## config.mk

```make
export PLATFORM = sky130hd
export DESIGN_NAME = eq_band_mixer
export DESIGN_NICKNAME = d
export VERILOG_FILES = /design/src/rtl/eq_band_mixer_pkg.sv /design/src/rtl/eq_band_mixer_round_sat.sv /design/src/rtl/eq_band_mixer.sv
export SDC_FILE = /design/constraint.sdc
export NUM_CORES = 1
export LEC_CHECK = 0
export ABC_AREA = 1
export BUFFER_PORTS_ARGS = -buffer_cell sky130_fd_sc_hd__buf_2
export CORE_UTILIZATION = 50
export CTS_CLUSTER_DIAMETER = 60
export CTS_CLUSTER_SIZE = 40
export DETAILED_ROUTE_END_ITERATION = 8
export HOLD_SLACK_MARGIN = 0.03
export PLACE_DENSITY = 0.7
export SLEW_MARGIN = 30
export SYNTH_ARGS = -nofsm -noshare
export SYNTH_HDL_FRONTEND = slang
export SYNTH_HIERARCHICAL = 1
export SYNTH_SLANG_ARGS = --single-unit
```

## constraint.sdc

```tcl
create_clock -name clk -period 6.7 [get_ports clk]
set_input_delay 0.335 -clock clk [delete_from_list [all_inputs] [get_ports clk]]
set_output_delay 0.335 -clock clk [all_outputs]
set_load 0.005 [all_outputs]
```

## src/rtl/eq_band_mixer_pkg.sv

```systemverilog
// Shared constants and FSM encoding for the equalizer band mixer.
//   SAMPLE_W   : audio sample width (signed)
//   GAIN_UNITY : Q2.14 unity gain, reset value of every gain register
//   Q_SHIFT    : fractional bits of the gain format
//   state_e    : mixer FSM states
package eq_pkg;

  localparam int          SAMPLE_W   = 16;
  localparam logic [15:0] GAIN_UNITY = 16'h4000;
  localparam int          Q_SHIFT    = 14;

  typedef enum logic [1:0] {
    ST_IDLE  = 2'd0,
    ST_MAC   = 2'd1,
    ST_ROUND = 2'd2
  } state_e;

endpackage

```

## src/rtl/eq_band_mixer_round_sat.sv

```systemverilog
// eq_round_sat: round-half-up Q-format reduction of the mixer accumulator
// followed by saturation to a signed 16-bit sample.
//   acc  : signed accumulator (ACC_W bits)
//   y    : rounded, clamped sample
//   clip : high when the rounded value fell outside the 16-bit range
module eq_round_sat
  import eq_pkg::*;
#(
  parameter int ACC_W = 36
) (
  input  logic signed [ACC_W-1:0]    acc,
  output logic        [SAMPLE_W-1:0] y,
  output logic                       clip
);

  localparam logic [ACC_W-1:0] HALF =
    {{(ACC_W-Q_SHIFT){1'b0}}, 1'b1, {(Q_SHIFT-1){1'b0}}};

  logic signed [ACC_W-1:0] biased;
  logic signed [ACC_W-1:0] shifted;
  logic                    fits;

  always_comb begin
    biased  = acc + HALF;
    shifted = biased >>> Q_SHIFT;
    // Value fits when every bit from the 16-bit sign position upward agrees.
    fits    = (&shifted[ACC_W-1:SAMPLE_W-1]) || (~|shifted[ACC_W-1:SAMPLE_W-1]);
    clip    = ~fits;
    if (fits) begin
      y = shifted[SAMPLE_W-1:0];
    end else if (shifted[ACC_W-1]) begin
      y = {1'b1, {(SAMPLE_W-1){1'b0}}};
    end else begin
      y = {1'b0, {(SAMPLE_W-1){1'b1}}};
    end
  end

endmodule

```

## src/rtl/eq_band_mixer.sv

```systemverilog
// eq_band_mixer: gain-weighted sum of N_BAND equalizer band outputs using a
// single shared multiplier (one band per cycle), then round and saturate.
//   clk, rst_n          : clock, asynchronous active-low reset
//   band_valid, band_in : input sample strobe and packed signed band lanes
//   gain_wr/addr/data   : shadow gain register write port (Q2.14, unsigned)
//   y_out, y_valid      : mixed sample and its one-cycle strobe
//   sat_flag            : clip indicator, valid with y_valid
//   overrun             : pulse when band_valid arrives while busy
//   busy                : FSM not in IDLE
//   sat_count           : saturation event counter
// Optional feature: define EQ_MIXER_SAT_COUNT_EN to build the saturation
// counter; otherwise sat_count is tied to zero.
module eq_band_mixer
  import eq_pkg::*;
#(
  parameter int N_BAND = 5,
  parameter int GAIN_W = 16
) (
  input  logic                       clk,
  input  logic                       rst_n,
  input  logic                       band_valid,
  input  logic [N_BAND*SAMPLE_W-1:0] band_in,
  input  logic                       gain_wr,
  input  logic [2:0]                 gain_addr,
  input  logic [GAIN_W-1:0]          gain_data,
  output logic [SAMPLE_W-1:0]        y_out,
  output logic                       y_valid,
  output logic                       sat_flag,
  output logic                       overrun,
  output logic                       busy,
  output logic [15:0]                sat_count
);

  localparam int IDX_W  = (N_BAND > 1) ? $clog2(N_BAND) : 1;
  localparam int ACC_W  = SAMPLE_W + GAIN_W + $clog2(N_BAND) + 1;
  localparam int PROD_W = SAMPLE_W + GAIN_W + 1;

  state_e                    state_q, state_d;
  logic [SAMPLE_W-1:0]       lanes_q  [N_BAND];
  logic [SAMPLE_W-1:0]       lanes_d  [N_BAND];
  logic [GAIN_W-1:0]         shadow_q [N_BAND];
  logic [GAIN_W-1:0]         shadow_d [N_BAND];
  logic [GAIN_W-1:0]         active_q [N_BAND];
  logic [GAIN_W-1:0]         active_d [N_BAND];
  logic signed [ACC_W-1:0]   acc_q, acc_d;
  logic [IDX_W-1:0]          idx_q, idx_d;
  logic [SAMPLE_W-1:0]       y_out_q, y_out_d;
  logic                      y_valid_q, y_valid_d;
  logic                      sat_flag_q, sat_flag_d;
  logic                      overrun_q, overrun_d;

  logic signed [GAIN_W:0]    gain_ext;
  logic signed [SAMPLE_W-1:0] lane_sel;
  logic signed [PROD_W-1:0]  prod;
  logic [SAMPLE_W-1:0]       rs_y;
  logic                      rs_clip;

  // Shared multiplier: gain is zero-extended so it is never negative.
  assign gain_ext = signed'({1'b0, active_q[idx_q]});
  assign lane_sel = signed'(lanes_q[idx_q]);
  assign prod     = gain_ext * lane_sel;

  eq_round_sat #(
    .ACC_W (ACC_W)
  ) u_round_sat (
    .acc  (acc_q),
    .y    (rs_y),
    .clip (rs_clip)
  );

  always_comb begin
    state_d    = state_q;
    lanes_d    = lanes_q;
    shadow_d   = shadow_q;
    active_d   = active_q;
    acc_d      = acc_q;
    idx_d      = idx_q;
    y_out_d    = y_out_q;
    y_valid_d  = 1'b0;
    sat_flag_d = 1'b0;
    overrun_d  = 1'b0;

    // Capture below reads shadow_q, so a same-edge write is not yet visible.
    if (gain_wr && (int'(gain_addr) < N_BAND)) begin
      shadow_d[gain_addr] = gain_data;
    end

    case (state_q)
      ST_IDLE: begin
        if (band_valid) begin
          for (int unsigned k = 0; k < N_BAND; k++) begin
            lanes_d[k] = band_in[k*SAMPLE_W +: SAMPLE_W];
          end
          active_d = shadow_q;
          acc_d    = '0;
          idx_d    = '0;
          state_d  = ST_MAC;
        end
      end
      ST_MAC: begin
        overrun_d = band_valid;
        acc_d     = acc_q + {{(ACC_W-PROD_W){prod[PROD_W-1]}}, prod};
        if (idx_q == IDX_W'(N_BAND - 1)) begin
          state_d = ST_ROUND;
        end else begin
          idx_d = idx_q + 1'b1;
        end
      end
      ST_ROUND: begin
        overrun_d  = band_valid;
        y_out_d    = rs_y;
        y_valid_d  = 1'b1;
        sat_flag_d = rs_clip;
        state_d    = ST_IDLE;
      end
      default: state_d = ST_IDLE;
    endcase
  end

  always_ff @(posedge clk or negedge rst_n) begin
    if (!rst_n) begin
      state_q    <= ST_IDLE;
      for (int unsigned k = 0; k < N_BAND; k++) begin
        lanes_q[k]  <= '0;
        shadow_q[k] <= GAIN_W'(GAIN_UNITY);
        active_q[k] <= GAIN_W'(GAIN_UNITY);
      end
      acc_q      <= '0;
      idx_q      <= '0;
      y_out_q    <= '0;
      y_valid_q  <= 1'b0;
      sat_flag_q <= 1'b0;
      overrun_q  <= 1'b0;
    end else begin
      state_q    <= state_d;
      lanes_q    <= lanes_d;
      shadow_q   <= shadow_d;
      active_q   <= active_d;
      acc_q      <= acc_d;
      idx_q      <= idx_d;
      y_out_q    <= y_out_d;
      y_valid_q  <= y_valid_d;
      sat_flag_q <= sat_flag_d;
      overrun_q  <= overrun_d;
    end
  end

  assign y_out    = y_out_q;
  assign y_valid  = y_valid_q;
  assign sat_flag = sat_flag_q;
  assign overrun  = overrun_q;
  assign busy     = (state_q != ST_IDLE);

`ifdef EQ_MIXER_SAT_COUNT_EN
  logic [15:0] sat_count_q, sat_count_d;

  // Counts on the same edge that raises y_valid with sat_flag.
  always_comb begin
    sat_count_d = sat_count_q;
    if ((state_q == ST_ROUND) && rs_clip && (sat_count_q != '1)) begin
      sat_count_d = sat_count_q + 16'd1;
    end
  end

  always_ff @(posedge clk or negedge rst_n) begin
    if (!rst_n) begin
      sat_count_q <= '0;
    end else begin
      sat_count_q <= sat_count_d;
    end
  end

  assign sat_count = sat_count_q;
`else
  assign sat_count = '0;
`endif

endmodule

```

==> impl_metrics.json <==
{
  "core_area_sq_um": 50000,
  "drv_cap": 0,
  "drive_gt1_share_pct": 26.7,
  "synth_cell_types": 59,
  "fin_worst_skew_ps": 22.0,
  "ys_seq_elements": 300,
  "syn_avg_cell_area_sq_um": 7.80,
  "worstPathArrival_ps": 8110,
  "drtAntennaViolNets": 0,
  "gp_congestion": 0.943,
  "final-hold-violation-count": 0,
  "ys.flop_type": "dfrtp_1",
  "dieWidth_microns": 227,
  "grt_max_degree": 126,
  "setup-violations-final": 26,
  "clock_latency_ps": 590,
  "nets": 4238,
  "initial_utilization_pct": 50.6,
  "synth_warnings": 6,
  "numCtsBuffers": 28,
  "worstReg2RegStart": "idx_q[0]$_DFFE_PN0P_",
  "relSlewSlack_pct": 37.7,
  "drc": 0,
  "cp-end-kind": "flip-flop",
  "cpPeakStageDelay_ps": 630,
  "critPathKind": "reg -> reg",
  "cts_num_sinks": 300,
  "io_buffers": 122,
  "status": "complete, but fails checks",
  "final_area_sq_um": 33100,
  "fp-row-count": 82,
  "min_from": "gain_data[14]",
  "worstSetupStartpointType": "flip-flop",
  "grt_pass1_vias": 23101,
  "firstDrtPassIters": 8,
  "grt.total_usage_pct": 28.0,
  "areaGrowthSynthToFinish_pct": 31.1,
  "io_pins": 139,
  "cts_buffer_depth": 3,
  "setup_slack_ps": -930,
  "antenna_found_initial": 2,
  "timing.rr.end": "acc_q[31]$_DFFE_PN0P_",
  "yosysSeqAreaShare_pct": 29.8,
  "dp.cells": 4219,
  "cp_num_buf_inv": 8,
  "grt-ovfl-total": 0,
  "crit_fanout": 28,
  "fin_crit_ps": 7630,
  "fp.dieH_microns": 227,
  "hold_path.class": "in -> reg",
  "synth_cells": 3242,
  "vias": 23029,
  "reg2reg_depth": 36,
  "cts.root.buffer_cell": "clkbuf_16",
  "synth_area_sq_um": 25300,
  "rsz0062_at_grt": "yes",
  "synthArstFlopShare_pct": 100,
  "fin_crit_sh_pct": 114,
  "drt_iter0_markers": 1882,
  "violations": "negative setup slack",
  "max_freq_ghz": 0.131,
  "die_area_sq_um": 51400,
  "path_delay_family": "adder cells",
  "clk_pin_slew_ps": 90,
  "wl_per_cell_microns": 16.3,
  "cts_tree": "yes",
  "cp_slowest_cell": "fa_1",
  "hpwl_mm": 48.5,
  "worst_ep_required_time_ps": 7180,
  "synth_edf_count": 0,
  "rrSetupSlack_ps": -930,
  "final-max-slew-violation-count": 0,
  "wl_mm": 72.8,
  "cts_max_level": 1,
  "post_dp_cell_area_sq_um": 28900,
  "hold_path_depth": 3,
  "vias_per_cell": 5.15,
  "final_cells": 4474,
  "grt_pass1_wl_mm": 115,
  "min_to": "shadow_q[78]$_DFFE_PN1P_",
  "worst_slew_pin_slew_ps": 934
}
-- registers in the layout, summed over array words and instances (netlist names) --
signal and count:
overrun 1, idx_q 3, state_q 2, active_q 80
y_valid 1, y_out 16, sat_flag 1, acc_q 36
lanes_q 80, shadow_q 80
-- layout make-up --
cell class | instances | area, sq um
Fill cell | 3937 | 16800
Multi-Input combinational cell | 2274 | 16500
Sequential cell | 300 | 7520
Timing Repair Buffer | 617 | 5080
Inverter | 555 | 2100
Tap cell | 672 | 841
Clock buffer | 30 | 739
Clock inverter | 22 | 324
Antenna cell | 4 | 10.0
-- Yosys cell counts (9+ instances only) --
cell	number	area share [%]
a21oi_1	116	2.3
a21oi_2	10	0.35
buf_2	25	0.50
buf_4	40	1.2
buf_6	20	0.89
clkbuf_1	44	0.65
dfrtp_1	290	29
dfstp_2	10	1.0
fa_1	195	15
ha_1	164	8.1
inv_1	548	8.1
mux2_2	16	0.71
nand2_1	1062	16
nand2_2	28	0.69
nand3_1	123	2.4
nor2_1	105	1.6
nor2_2	10	0.25
nor3_1	10	0.20
o21ai_0	228	4.5
o21ai_1	9	0.18
o21ai_2	39	1.4
xnor2_1	22	0.76
xor2_1	26	0.90
-- worst max path at each step --
stage / startpoint / slack [ps] / to / cells after the start
after CTS: idx_q[0]$_DFFE_PN0P_ / -730 / acc_q[31]$_DFFE_PN0P_ / 37
final: idx_q[0]$_DFFE_PN0P_ / -930 / acc_q[31]$_DFFE_PN0P_ / 36
after global routing: idx_q[0]$_DFFE_PN0P_ / -1260 / acc_q[31]$_DFFE_PN0P_ / 39
after floorplan: idx_q[0]$_DFFE_PN0P_ / -190 / acc_q[31]$_DFFE_PN0P_ / 40
after detailed placement: idx_q[0]$_DFFE_PN0P_ / -850 / acc_q[33]$_DFFE_PN0P_ / 36
after global placement: idx_q[0]$_DFFE_PN0P_ / -760 / acc_q[33]$_DFFE_PN0P_ / 36
-- kinds of logic (layout without fill, tap and decap cells) --
family	count (synthesis)	after routing	synth area share, %
AND/OR/NAND/NOR	1392	1392	22.9
buffers and inverters	690	1224	11.6
AO/OA/AOI/OAI	436	443	9.75
adder cells (fa/ha/maj)	359	359	23.6
flip-flops	300	300	29.8
XOR/XNOR	48	48	1.66
multiplexers	16	16	0.713
other	1	20	0.0148
-- metal layers --
metal | track usage [%] | part of all wire [%]
met1 | 36.8 | 42
met2 | 48.0 | 49
met3 | 3.40 | 6.0
met4 | 9.29 | 3.5
met5 | 0 | 0
-- worst min-delay path, cell delays in order --
cell	delay, ps
buf_2	90
inv_1	100
o21ai_0	100
-- layout by cell type, fill, tap and decap left out, drive strengths merged, types with 31 or more instances in the layout --
cell,n
dlygate4sd3,82
inv,570
nand3,132
dfrtp,290
a21oi,126
fa,195
o21ai,283
ha,164
clkbuf,31
buf,533
nand2,1096
nor2,124
-- repair_timing --
action                                  CTS  global route
endpoints found under the setup margin   27            27
gates cloned                              5             7
hold endpoints to repair                160             0
hold buffers                             82             0
gates resized for setup                 208           112
pin swaps                               101            59
setup buffers                            80            25
-- stage by stage --
| step | setup TNS (ps) | setup WS (ps) | utilization, % | hold slack [ps] |
|---|---|---|---|---|
| finish | -17820 | -930 | 66.3 | 56.5 |
| global route | -25440 | -1260 | 66.3 | 69.6 |
| CTS | -11940 | -730 | 64.8 | 34.5 |
| floorplan | -506 | -187 | - | 39.4 |
| global placement | -13550 | -763 | 57.8 | 367 |
| detailed placement | -16010 | -852 | 57.8 | 361 |
Power is not shown: default switching activity piles up to over one toggle a cycle in this logic, so the estimate is an artifact.
